===== src/rtl/stopwatch_core.sv =====
// MM:SS BCD stopwatch with start/pause, lap snapshot and clear.
// Two debounced pushbuttons and a same-domain 1 Hz level edge-detected as data.
module key_debounce #(
  parameter int DEBOUNCE_CYCLES = 1_000_000
) (
  input  logic clk_50MHz,
  input  logic rst_n,
  input  logic key_n,
  output logic press
);
  localparam int CW = $clog2(DEBOUNCE_CYCLES + 1);

  logic [1:0]    sync;
  logic          level, level_d;
  logic [CW-1:0] cnt;

  always_ff @(posedge clk_50MHz or negedge rst_n) begin
    if (!rst_n) begin
      sync    <= 2'b11;
      level   <= 1'b1;
      level_d <= 1'b1;
      cnt     <= '0;
    end else begin
      sync    <= {sync[0], key_n};
      level_d <= level;
      if (sync[1] != level) begin
        if (cnt == CW'(DEBOUNCE_CYCLES - 1)) begin
          level <= sync[1];
          cnt   <= '0;
        end else begin
          cnt <= cnt + 1'b1;
        end
      end else begin
        cnt <= '0;
      end
    end
  end

  // Single-cycle pulse on the debounced falling edge only.
  assign press = level_d & ~level;
endmodule

module stopwatch_core #(
  parameter int DEBOUNCE_CYCLES = 1_000_000
) (
  input  logic       clk_50MHz,
  input  logic       rst_n,
  input  logic       tick_in,
  input  logic       key_start_stop_n,
  input  logic       key_lap_clear_n,
  output logic [3:0] digit_min_tens,
  output logic [3:0] digit_min_ones,
  output logic [3:0] digit_sec_tens,
  output logic [3:0] digit_sec_ones,
  output logic       running,
  output logic       lap_hold,
  output logic       overflow
);
  typedef enum logic [1:0] {IDLE, RUN, PAUSE} state_t;
  typedef struct packed {
    logic [3:0] mt;
    logic [3:0] mo;
    logic [3:0] st;
    logic [3:0] so;
  } mmss_t;

  logic [1:0] keys_n, press;
  assign keys_n = {key_lap_clear_n, key_start_stop_n};

  for (genvar k = 0; k < 2; k++) begin : g_key
    key_debounce #(.DEBOUNCE_CYCLES(DEBOUNCE_CYCLES)) u_key (
      .clk_50MHz (clk_50MHz),
      .rst_n     (rst_n),
      .key_n     (keys_n[k]),
      .press     (press[k])
    );
  end

  state_t state, state_n;
  mmss_t  live, snap, inc;
  logic   tick_d, tick_rise, wrap;
  logic   lap_on, ovf_sticky;
  logic   ss, lc, do_cap, do_unlap, do_clear, count_en;

  assign tick_rise = tick_in & ~tick_d;
  assign ss        = press[0];
  assign lc        = press[1] & ~press[0];
  assign count_en  = tick_rise && (state == RUN);

  always_comb begin
    inc  = live;
    wrap = 1'b0;
    if (live.so != 4'd9) inc.so = live.so + 4'd1;
    else begin
      inc.so = 4'd0;
      if (live.st != 4'd5) inc.st = live.st + 4'd1;
      else begin
        inc.st = 4'd0;
        if (live.mo != 4'd9) inc.mo = live.mo + 4'd1;
        else begin
          inc.mo = 4'd0;
          if (live.mt != 4'd5) inc.mt = live.mt + 4'd1;
          else begin
            inc.mt = 4'd0;
            wrap   = 1'b1;
          end
        end
      end
    end
  end

  always_ff @(posedge clk_50MHz or negedge rst_n) begin
    if (!rst_n) state <= IDLE;
    else        state <= state_n;
  end

  always_comb begin
    state_n  = state;
    do_cap   = 1'b0;
    do_unlap = 1'b0;
    do_clear = 1'b0;
    case (state)
      IDLE:  if (ss) state_n = RUN;
      RUN: begin
        if (ss) state_n = PAUSE;
        else if (lc) begin
          if (lap_on) do_unlap = 1'b1;
          else        do_cap   = 1'b1;
        end
      end
      PAUSE: begin
        if (ss) state_n = RUN;
        else if (lc) begin
          state_n  = IDLE;
          do_clear = 1'b1;
        end
      end
      default: state_n = IDLE;
    endcase
  end

  // Snapshot captures live before this cycle's increment lands.
  always_ff @(posedge clk_50MHz or negedge rst_n) begin
    if (!rst_n) begin
      tick_d     <= 1'b0;
      live       <= '0;
      snap       <= '0;
      lap_on     <= 1'b0;
      ovf_sticky <= 1'b0;
    end else begin
      tick_d <= tick_in;
      if (do_clear) begin
        live       <= '0;
        snap       <= '0;
        lap_on     <= 1'b0;
        ovf_sticky <= 1'b0;
      end else begin
        if (count_en) begin
          live <= inc;
          if (wrap) ovf_sticky <= 1'b1;
        end
        if (do_cap) begin
          snap   <= live;
          lap_on <= 1'b1;
        end
        if (do_unlap) lap_on <= 1'b0;
      end
    end
  end

  always_ff @(posedge clk_50MHz or negedge rst_n) begin
    if (!rst_n) begin
      {digit_min_tens, digit_min_ones, digit_sec_tens, digit_sec_ones} <= '0;
      running  <= 1'b0;
      lap_hold <= 1'b0;
      overflow <= 1'b0;
    end else begin
      {digit_min_tens, digit_min_ones, digit_sec_tens, digit_sec_ones} <= lap_on ? snap : live;
      running  <= (state == RUN);
      lap_hold <= lap_on;
      overflow <= ovf_sticky;
    end
  end
endmodule


===== config.mk =====
export PLATFORM = sky130hd
export DESIGN_NAME = stopwatch_core
export DESIGN_NICKNAME = d
export VERILOG_FILES = /design/src/rtl/stopwatch_core.sv
export SDC_FILE = /design/constraint.sdc
export NUM_CORES = 1
export LEC_CHECK = 0
export CAP_MARGIN = 15
export CELL_PAD_IN_SITES_DETAIL_PLACEMENT = 0
export CELL_PAD_IN_SITES_GLOBAL_PLACEMENT = 2
export CORE_MARGIN = 1.5
export CORE_UTILIZATION = 40
export CTS_CLUSTER_SIZE = 12
export DETAILED_ROUTE_END_ITERATION = 10
export MAX_ROUTING_LAYER = met4
export PLACE_DENSITY = 0.84
export REMOVE_ABC_BUFFERS = 1
export SKIP_LAST_GASP = 1
export SLEW_MARGIN = 10
export SYNTH_ARGS = -nofsm -noshare
export SYNTH_HDL_FRONTEND = slang
export SYNTH_SLANG_ARGS = --single-unit

===== constraint.sdc =====
create_clock -name clk_50MHz -period 2.8 [get_ports clk_50MHz]
set_input_delay 0.42 -clock clk_50MHz [delete_from_list [all_inputs] [get_ports clk_50MHz]]
set_output_delay 0.42 -clock clk_50MHz [all_outputs]
set_load 0.05 [all_outputs]

### After elaboration in Yosys (flattened, before gate mapping)

Index checks and enable logic that the tools add are counted.

| storage, ports and cells | value |
|---|---|
| bits in registers | 104 |
| latch bits | 0 |
| bits in writable memories | 0 |
| bits in read-only memories | 0 |
| input bits | 5 |
| output and inout bits | 19 |
| logic and storage cells | 112 |
| memories | 0 |

| operators by class | value |
|---|---|
| add/sub/neg operators | 6 |
| $mul | 0 |
| div/mod/pow operators | 0 |
| order comparisons | 0 |
| equality and inequality tests | 16 |
| shift operators | 0 |
| muxes and demuxes | 42 |
| bitwise operators | 8 |
| reductions and logical operators | 13 |

Operator list:

| operator | number |
|---|---|
| 16-bit 2-to-1 mux | 5 |
| 20-bit 2-to-1 mux | 4 |
| 20-bit by 1-bit adder with 20-bit output, second input constant | 2 |
| 20-bit equality test, second input constant | 2 |
| 1-bit 2-to-1 mux | 21 |
| 4-bit 2-to-1 mux | 5 |
| 4-bit by 1-bit adder with 4-bit output, second input constant | 4 |
| 12-bit 2-to-1 mux | 1 |
| 2-bit 2-to-1 mux | 4 |
| 8-bit 2-to-1 mux | 1 |
| 4-bit by 3-bit inequality test with 1-bit output, second input constant | 2 |
| 4-bit inequality test, second input constant | 2 |
| 2-bit AND reduction | 4 |
| 2-bit inequality test, second input constant | 3 |
| 2-bit one-hot mux with 3 select lines | 1 |
| 3-bit AND reduction | 2 |
| 2-bit nonzero test | 3 |
| 1-bit bitwise AND | 4 |
| 2-bit by 1-bit inequality test with 1-bit output, second input constant | 2 |
| 1-bit inverter | 4 |
| 4-bit AND reduction | 1 |
| 3-bit by 2-bit inequality test with 1-bit output, second input constant | 1 |
| 3-bit nonzero test | 1 |
| 2-bit by 1-bit equality test with 1-bit output, second input constant | 1 |
| 4 further kinds | 5 |

### Depth between registers and ports, before layout

Gate-level depths: netlist of the first run.

| logic depth | value |
|---|---|
| depth in word-level cells | 10 |
| mapped depth | 7 |
| depth with buffers taken out | 6 |

### Hierarchy

Synthesis of the first run repeated with hierarchy kept, for this count alone.

| unflattened totals | value |
|---|---|
| cells, all modules | 442 |
| area, all modules | 4762.1 um^2 |

By module, submodules not included:

| module | times used | cells an instance | area each (um^2) | sequential area each (um^2) |
|---|---|---|---|---|
| stopwatch_core | 1 | 226 | 2459.9 | 1401.3 |
| key_debounce | 2 | 108 | 1151.1 | 605.6 |

### Worst setup path before layout of the first run

OpenSTA, ideal clock, no wires.

| path | value |
|---|---|
| kind | flip-flop to flip-flop |
| start | register g_key[1].u_key.cnt[0] |
| end | register g_key[1].u_key.cnt[18] |
| library setup time | 0.078 ns |
| arrival time | 1.908 ns |
| data required time | 2.722 ns |
| slack | 0.814 ns |
| cell stages (with the launch flop) | 7 |
| buffers on the path | 1 |
| clock period less this slack | 1.986 ns |
| path through | dfrtp_1 ha_1 nand2_1 or4_1 buf_2 or4_1 a21oi_1 |

| between the ends | value |
|---|---|
| word-level cells in the longest chain between the ends | 3 |
| elaborated cells between the ends (all ways) | 4 |
| classes of those cells | 1 x add/sub; 1 x eq/ne; 2 x mux |

RTL lines:

| item | line | source |
|---|---|---|
| start: declaration | 15 | `logic [CW-1:0] cnt;` |
| start signal: assignment | 31 | `cnt <= cnt + 1'b1;` |
| 20-bit by 1-bit adder with 20-bit output / 20-bit equality test (equally long branches) | 31, 27 |  |
| 20-bit 2-to-1 mux (*) | 27 | `if (cnt == CW'(DEBOUNCE_CYCLES - 1)) begin` |
| 20-bit 2-to-1 mux (*) | 26 | `if (sync[1] != level) begin` |

Every way passes the cells marked *; elsewhere a longest branch is shown, timed or not.
A chain may end at the register's enable or synchronous reset.

### Worst setup path after layout of the first run

| path | value |
|---|---|
| start | register live[1] (netlist bit) |
| end | register live[15] (netlist bit) |

| between the ends | value |
|---|---|
| word-level cells in the longest chain between the ends | 3 |

RTL lines:

| item | line | source |
|---|---|---|
| start: declaration | 80 | `mmss_t live, snap, inc;` |
| start signal: assignment | 159 | `live <= inc;` |
| 4-bit inequality test | 93 | `if (live.so != 4'd9) inc.so = live.so + 4'd1;` |
| 2-bit inequality test (no source line) | n/a |  |
| 4-bit AND reduction (no source line) | n/a |  |

No other way between the ends.

==> impl_metrics.tcl, run 1 <==
set metrics [dict create \
    status "finished, final reports clean" \
    period_share_pct 78.9 \
    rsz0062_at_grt "false" \
    first_global_vias 3155 \
    nNetsFinal 469 \
    dpl.hpwl_um 5730 \
    dieArea_um2 12200 \
    fin_setup_tns_ns 0 \
    area_delta_synth_final_pct 16.0 \
    layout_common_cells "96 x dfrtp_1, 43 x nor2_1, 28 x a21oi_1" \
    drt-initial-drc-count 141 \
    wirelength_um 8680 \
    drive_gt1_share_pct 11.3 \
    die_w_um 111 \
    core_area_um2 11400 \
    worstSetupStartpointType "register" \
    instances_no_fill 602 \
    synth_seq_cells 104 \
    start_util_pct 40.8 \
    clock_sinks 104 \
    routed_via_density 5.25 \
    slew_viol_final 0 \
    routabilityCongestion 0.745 \
    placement.io_buffers 23 \
    cp.required_ns 3.06 \
    dp.cells 586 \
    grt_pass1_wl_um 15400 \
    wl_per_cell_um 14.4 \
    placed_area_um2 5070 \
    synth_top_cell_by_area "dfrtp_1" \
    cts-root-buf "clkbuf_16" \
    synth_seq_area_share_pct 56.4 \
    ctsHoldBuffers 0 \
    avgSynthCellArea_um2 10.9 \
    drt_pass1_iterations 4 \
    fmax_mhz 453 \
    io_pins 24 \
    critPathMaxStageDelay_ns 0.61 \
    die_h_um 111 \
    critPathTopFamily "simple AND/OR/NAND/NOR gates" \
    synth_area_leaders "dfrtp_1 52%, dfstp_2 4.5%, xnor2_1 3.8%, nor2_1 3.5%, mux2_2 3.4%" \
    grt_max_degree 46 \
    syn-cell-area_um2 4630 \
    final_common_cell "dfrtp_1" \
    clockBufferDepth 2 \
    fin_area_um2 5370 \
    gr-total-overflow 0 \
    relSlewSlack_pct 53.5 \
    synth_cells 424 \
    cts_tree "done" \
    whs_ns 0.0398 \
    antenna_found_initial 0 \
    ant_nets 0 \
    diodes 0 \
    remaining_drc_errors 0 \
    tightestPinTransition_ns 0.698 \
    crit_path_cell_trace "inv_1 -> ha_1 -> and3b_1 -> nand4_1 -> or4_1 -> a21oi_1" \
    post_cts_buffers 0 \
    powerDensity_nw_per_um2 536 \
    hold_violations 0 \
    cap_viol_max_count 0 \
    synth_top_area_share_pct 51.8 \
    crit_arrival_ns 2.47 \
    leakage_nw 2.30 \
    ys_types 40 \
    power.total_mw 2.88 \
    track_usage_pct 15.7 \
    cp_slowest_cell "or4_1" \
    cts_made_buffers 9 \
    ys_warn_count 0 \
    insertion_delay_ns 0.34 \
    skew_ns 0.00693 \
    path_clk_slew_ns 0.07 \
    critPathKind "reg2reg" \
    crit_fanout 9 \
    end_kind "register" \
    num_rows 39 \
    ir_drop_mv 0.412 \
    hold_path.class "in2async" \
    setup_viol 0 \
    cts_htree_levels 3 \
    ctsResizeCount 0 \
    min_period_ns 2.21 \
    crit_buf_inv 1 \
    dr_total_vias 3159 \
]
## state kept, by name (all words and copies together), names as in the netlist, 2 cells and up
| signal | count |
|---|---|
| digit_sec_tens | 4 |
| g_key.u_key.sync | 4 |
| g_key.u_key.cnt | 40 |
| g_key.u_key.level | 2 |
| g_key.u_key.level_d | 2 |
| digit_min_ones | 4 |
| digit_sec_ones | 4 |
| snap | 16 |
| digit_min_tens | 4 |
| state | 2 |
| live | 16 |
## cell families after synthesis
family / synth area share (%)
AOI/OAI and AO/OA: 9.67
and+or+nand+nor: 19.6
adders and majority gates: 2.70
xor gates and xnor gates: 5.10
buffers and inverters: 2.32
DFF: 56.4
muxes: 4.27
## path summary, 6_finish.rpt
path / from / cells past startpoint / slack (ns) / to
max: live[1] / 6 / 0.59 / live[15]
min: rst_n / 1 / 0.04 / g_key[1].u_key.cnt[13]
max reg2reg: live[1] / 6 / 0.59 / live[15]
min reg2reg: g_key[0].u_key.sync[0] / 0 / 0.36 / g_key[0].u_key.sync[1]
max in group asynchronous: rst_n / 2 / 2.07 / live[12]
min in group clk_50MHz: g_key[0].u_key.sync[0] / 0 / 0.36 / g_key[0].u_key.sync[1]
## worst reg2reg max path, cell delays in order, from the launching register on
cell and delay [ns]:
dfrtp_1 0.42, inv_1 0.09, ha_1 0.15, and3b_1 0.33, nand4_1 0.38, or4_1 0.61
a21oi_1 0.15
## where the power goes
group	switching, mW	leakage [nW]	internal (mW)
logic	0.0460	0.744	0.0191
registers	0.00939	1.41	1.51
clock network	0.546	0.149	0.745
total	0.601	2.30	2.28
## synth_stat cells
library cell  number
a21oi_1           28
a22o_1            15
and2_1             4
and3_1             4
and3b_1            4
and4_1             1
and4bb_2           1
buf_1              1
buf_2              2
clkbuf_1           9
dfrtp_1           96
dfstp_2            8
ha_1              10
inv_1             16
mux2_2            14
mux2i_1            4
nand2_1           24
nand2b_1           4
nand3_1           19
nand4_1            7
nand4_4            1
nand4b_1           4
nand4bb_1          1
nor2_1            43
nor2b_1            4
nor3_1            11
nor4_1             8
nor4_2             1
nor4b_1            1
o21ai_0           20
o21ai_1            1
o31ai_1            5
o31ai_2            1
o31ai_4            1
or3_1             14
or3b_2             1
or4_1              8
or4b_1             1
xnor2_1           20
xor2_1             7
## per-layer routing
metal	track usage [%]	vias to the layer above	wire [µm]
li1	-	1565	-
met1	21.7	1557	4410
met2	23.4	30	3970
met3	3.35	7	200
met4	4.87	0	93
met5	-	-	0
## cell type report
type                       count  area [µm²]
timing repair buffer          31         300
multi-input combinational    292        1910
inverter                      16        60.1
clock buffer                  12         256
tap                          143         179
clock inverter                 4        51.3
fill                        1083        6000
sequential                   104        2610
## stage by stage
stage                     worst slack, ns  utilization [%]
after CTS                           0.621             47.3
after global placement              0.479             44.6
after detailed placement            0.412             44.6
final                               0.590             47.3
after floorplan                     0.806                -
after global routing                0.429             47.3
Power figures use the tool's default switching activity.
==> run 2: changes to the inputs <==
--- a/config.mk
+++ b/config.mk
@@ -9,11 +9,11 @@
 export CELL_PAD_IN_SITES_DETAIL_PLACEMENT = 0
 export CELL_PAD_IN_SITES_GLOBAL_PLACEMENT = 2
 export CORE_MARGIN = 1.5
-export CORE_UTILIZATION = 40
+export CORE_UTILIZATION = 36
 export CTS_CLUSTER_SIZE = 12
 export DETAILED_ROUTE_END_ITERATION = 10
 export MAX_ROUTING_LAYER = met4
-export PLACE_DENSITY = 0.84
+export PLACE_DENSITY = 0.8
 export REMOVE_ABC_BUFFERS = 1
 export SKIP_LAST_GASP = 1
 export SLEW_MARGIN = 10
==> constraint.sdc (replaced) <==
create_clock -name clk_50MHz -period 2 [get_ports clk_50MHz]
set_input_delay 0.3 -clock clk_50MHz [delete_from_list [all_inputs] [get_ports clk_50MHz]]
set_output_delay 0.3 -clock clk_50MHz [all_outputs]
set_load 0.05 [all_outputs]
==> impl_metrics.tcl, run 2 (synthesis gave the netlist of run 1 again) <==
set metrics [dict create \
    status "finished, final reports clean" \
    slew_viol_final 0 \
    remaining_drc_errors 0 \
    layout_common_cells "96 x dfrtp_1, 43 x nor2_1, 30 x buf_4" \
    track_usage_pct 15.1 \
    rsz0062_at_grt "false" \
    period_share_pct 93.8 \
    core_area_um2 12600 \
    routabilityCongestion 0.761 \
    hold-path-cell-count 1 \
    r2r_slack_ns 0.12 \
    ant_nets 0 \
    drt-initial-drc-count 153 \
    crit_path_cell_trace "nand4_4 -> or4_4 -> or4_1 -> a21oi_1" \
    leakage_nw 2.44 \
    largest_register "g_key.u_key.cnt" \
    holdPathEnd "g_key[0].u_key.sync[0]" \
    crit_arrival_ns 2.15 \
    r2r_start "g_key[1].u_key.cnt[2]" \
    start_util_pct 36.9 \
    reg2regPathDepth 4 \
    drive_gt1_share_pct 16.3 \
    skew_ns 0.00594 \
    routed_via_density 4.94 \
    nNetsFinal 495 \
    antenna_found_initial 0 \
    io_pins 24 \
    fin_util_pct 44.9 \
    cp.required_ns 2.27 \
    whs_ns 0.350 \
    die_w_um 116 \
    clock_sinks 104 \
    first_global_vias 3246 \
    reg.largest.list "g_key.u_key.cnt: 40 flops, live: 16 flops, snap: 16 flops" \
    grt_pass1_wl_um 15400 \
    cp_slowest_cell "or4_4" \
    dr_total_vias 3246 \
    largest_register_ffs 40 \
    crit_fanout 6 \
    drt_pass1_iterations 4 \
    wirelength_um 8840 \
    setup_viol 0 \
    hold_path.class "in2reg" \
    critPathKind "reg2reg" \
    die_h_um 116 \
    clockBufferDepth 2 \
    insertion_delay_ns 0.35 \
    gr-total-overflow 0 \
    cts_htree_levels 3 \
    placement.io_buffers 23 \
    path_clk_slew_ns 0.07 \
    cts_tree "done" \
    cap_viol_max_count 0 \
    relSlewSlack_pct 66.2 \
    dieArea_um2 13600 \
    hold_violations 0 \
    fin_setup_tns_ns 0 \
    dpl.hpwl_um 6070 \
    min_from "key_start_stop_n" \
    end_kind "register" \
    fmax_mhz 533 \
    ir_drop_mv 0.514 \
    grt_max_degree 42 \
    critPathMaxStageDelay_ns 0.59 \
    area_delta_synth_final_pct 21.8 \
    tightestPinTransition_ns 0.505 \
    timing.rr.end "g_key[1].u_key.cnt[18]" \
    min_period_ns 1.88 \
    worstSetupStartpointType "register" \
    final_common_cell "dfrtp_1" \
    cts-root-buf "clkbuf_16" \
    powerDensity_nw_per_um2 710 \
    num_rows 41 \
    post_cts_buffers 0 \
    diodes 0 \
    cts_made_buffers 9 \
    wl_per_cell_um 13.4 \
]
[run 2: layer usage]
metal  routed length (µm)  vias to the layer above  track usage, %
li1                     -                     1618               -
met1                 4360                     1579            20.2
met2                 4040                       43            22.2
met3                  353                        6            5.09
met4                   85                        0            3.74
met5                    0                        -               -
[run 2: worst max path at each step]
| stage | from | to | slack, ns | cells after the start |
|---|---|---|---|---|
| after floorplan | lap_on | snap[15] | 0.006 | 3 |
| after global placement | tick_in | live[13] | 0.06 | 6 |
| after detailed placement | tick_in | live[15] | 0.03 | 5 |
| after CTS | g_key[1].u_key.cnt[2] | g_key[1].u_key.cnt[18] | 0.06 | 4 |
| after global routing | live[5] | live[15] | 0.009 | 6 |
| final | g_key[1].u_key.cnt[2] | g_key[1].u_key.cnt[18] | 0.12 | 4 |
[run 2: layout make-up]
type	count	area, µm²
Clock buffer	11	243
Clock inverter	5	56.3
Fill cell	1184	6920
Inverter	16	60.1
Multi-Input combinational cell	292	1920
Sequential cell	104	2610
Tap cell	172	215
Timing Repair Buffer	57	536
[run 2: stage by stage]
stage	setup slack, ns	power [mW]	instance area, µm²	cells
after floorplan	0.00608	2.20	4590	412
after global placement	0.0604	2.28	5330	640
after detailed placement	0.0305	2.29	5330	640
after CTS	0.0562	4.08	5640	657
after global routing	0.00915	4.17	5650	657
final	0.124	4.01	5650	657
[run 2: timing repair]
action | in CTS | in global routing
resized for setup | 0 | 2
setup endpoints to repair | 0 | 2
hold endpoints to repair | 29 | 0
hold buffers | 1 | 0
[run 2: worst max-delay path, delay by kind of cell, from the launching register on]
family / cells / cell delay, ns
and+or+nand+nor: 3 / 1.21
DFF: 1 / 0.45
AOI/OAI and AO/OA: 1 / 0.15
[run 2: report_power, final]
| part | switching [mW] | internal, mW | total [mW] |
|---|---|---|---|
| clock network | 0.761 | 1.00 | 1.76 |
| registers | 0.0113 | 2.12 | 2.13 |
| logic | 0.0710 | 0.0410 | 0.112 |
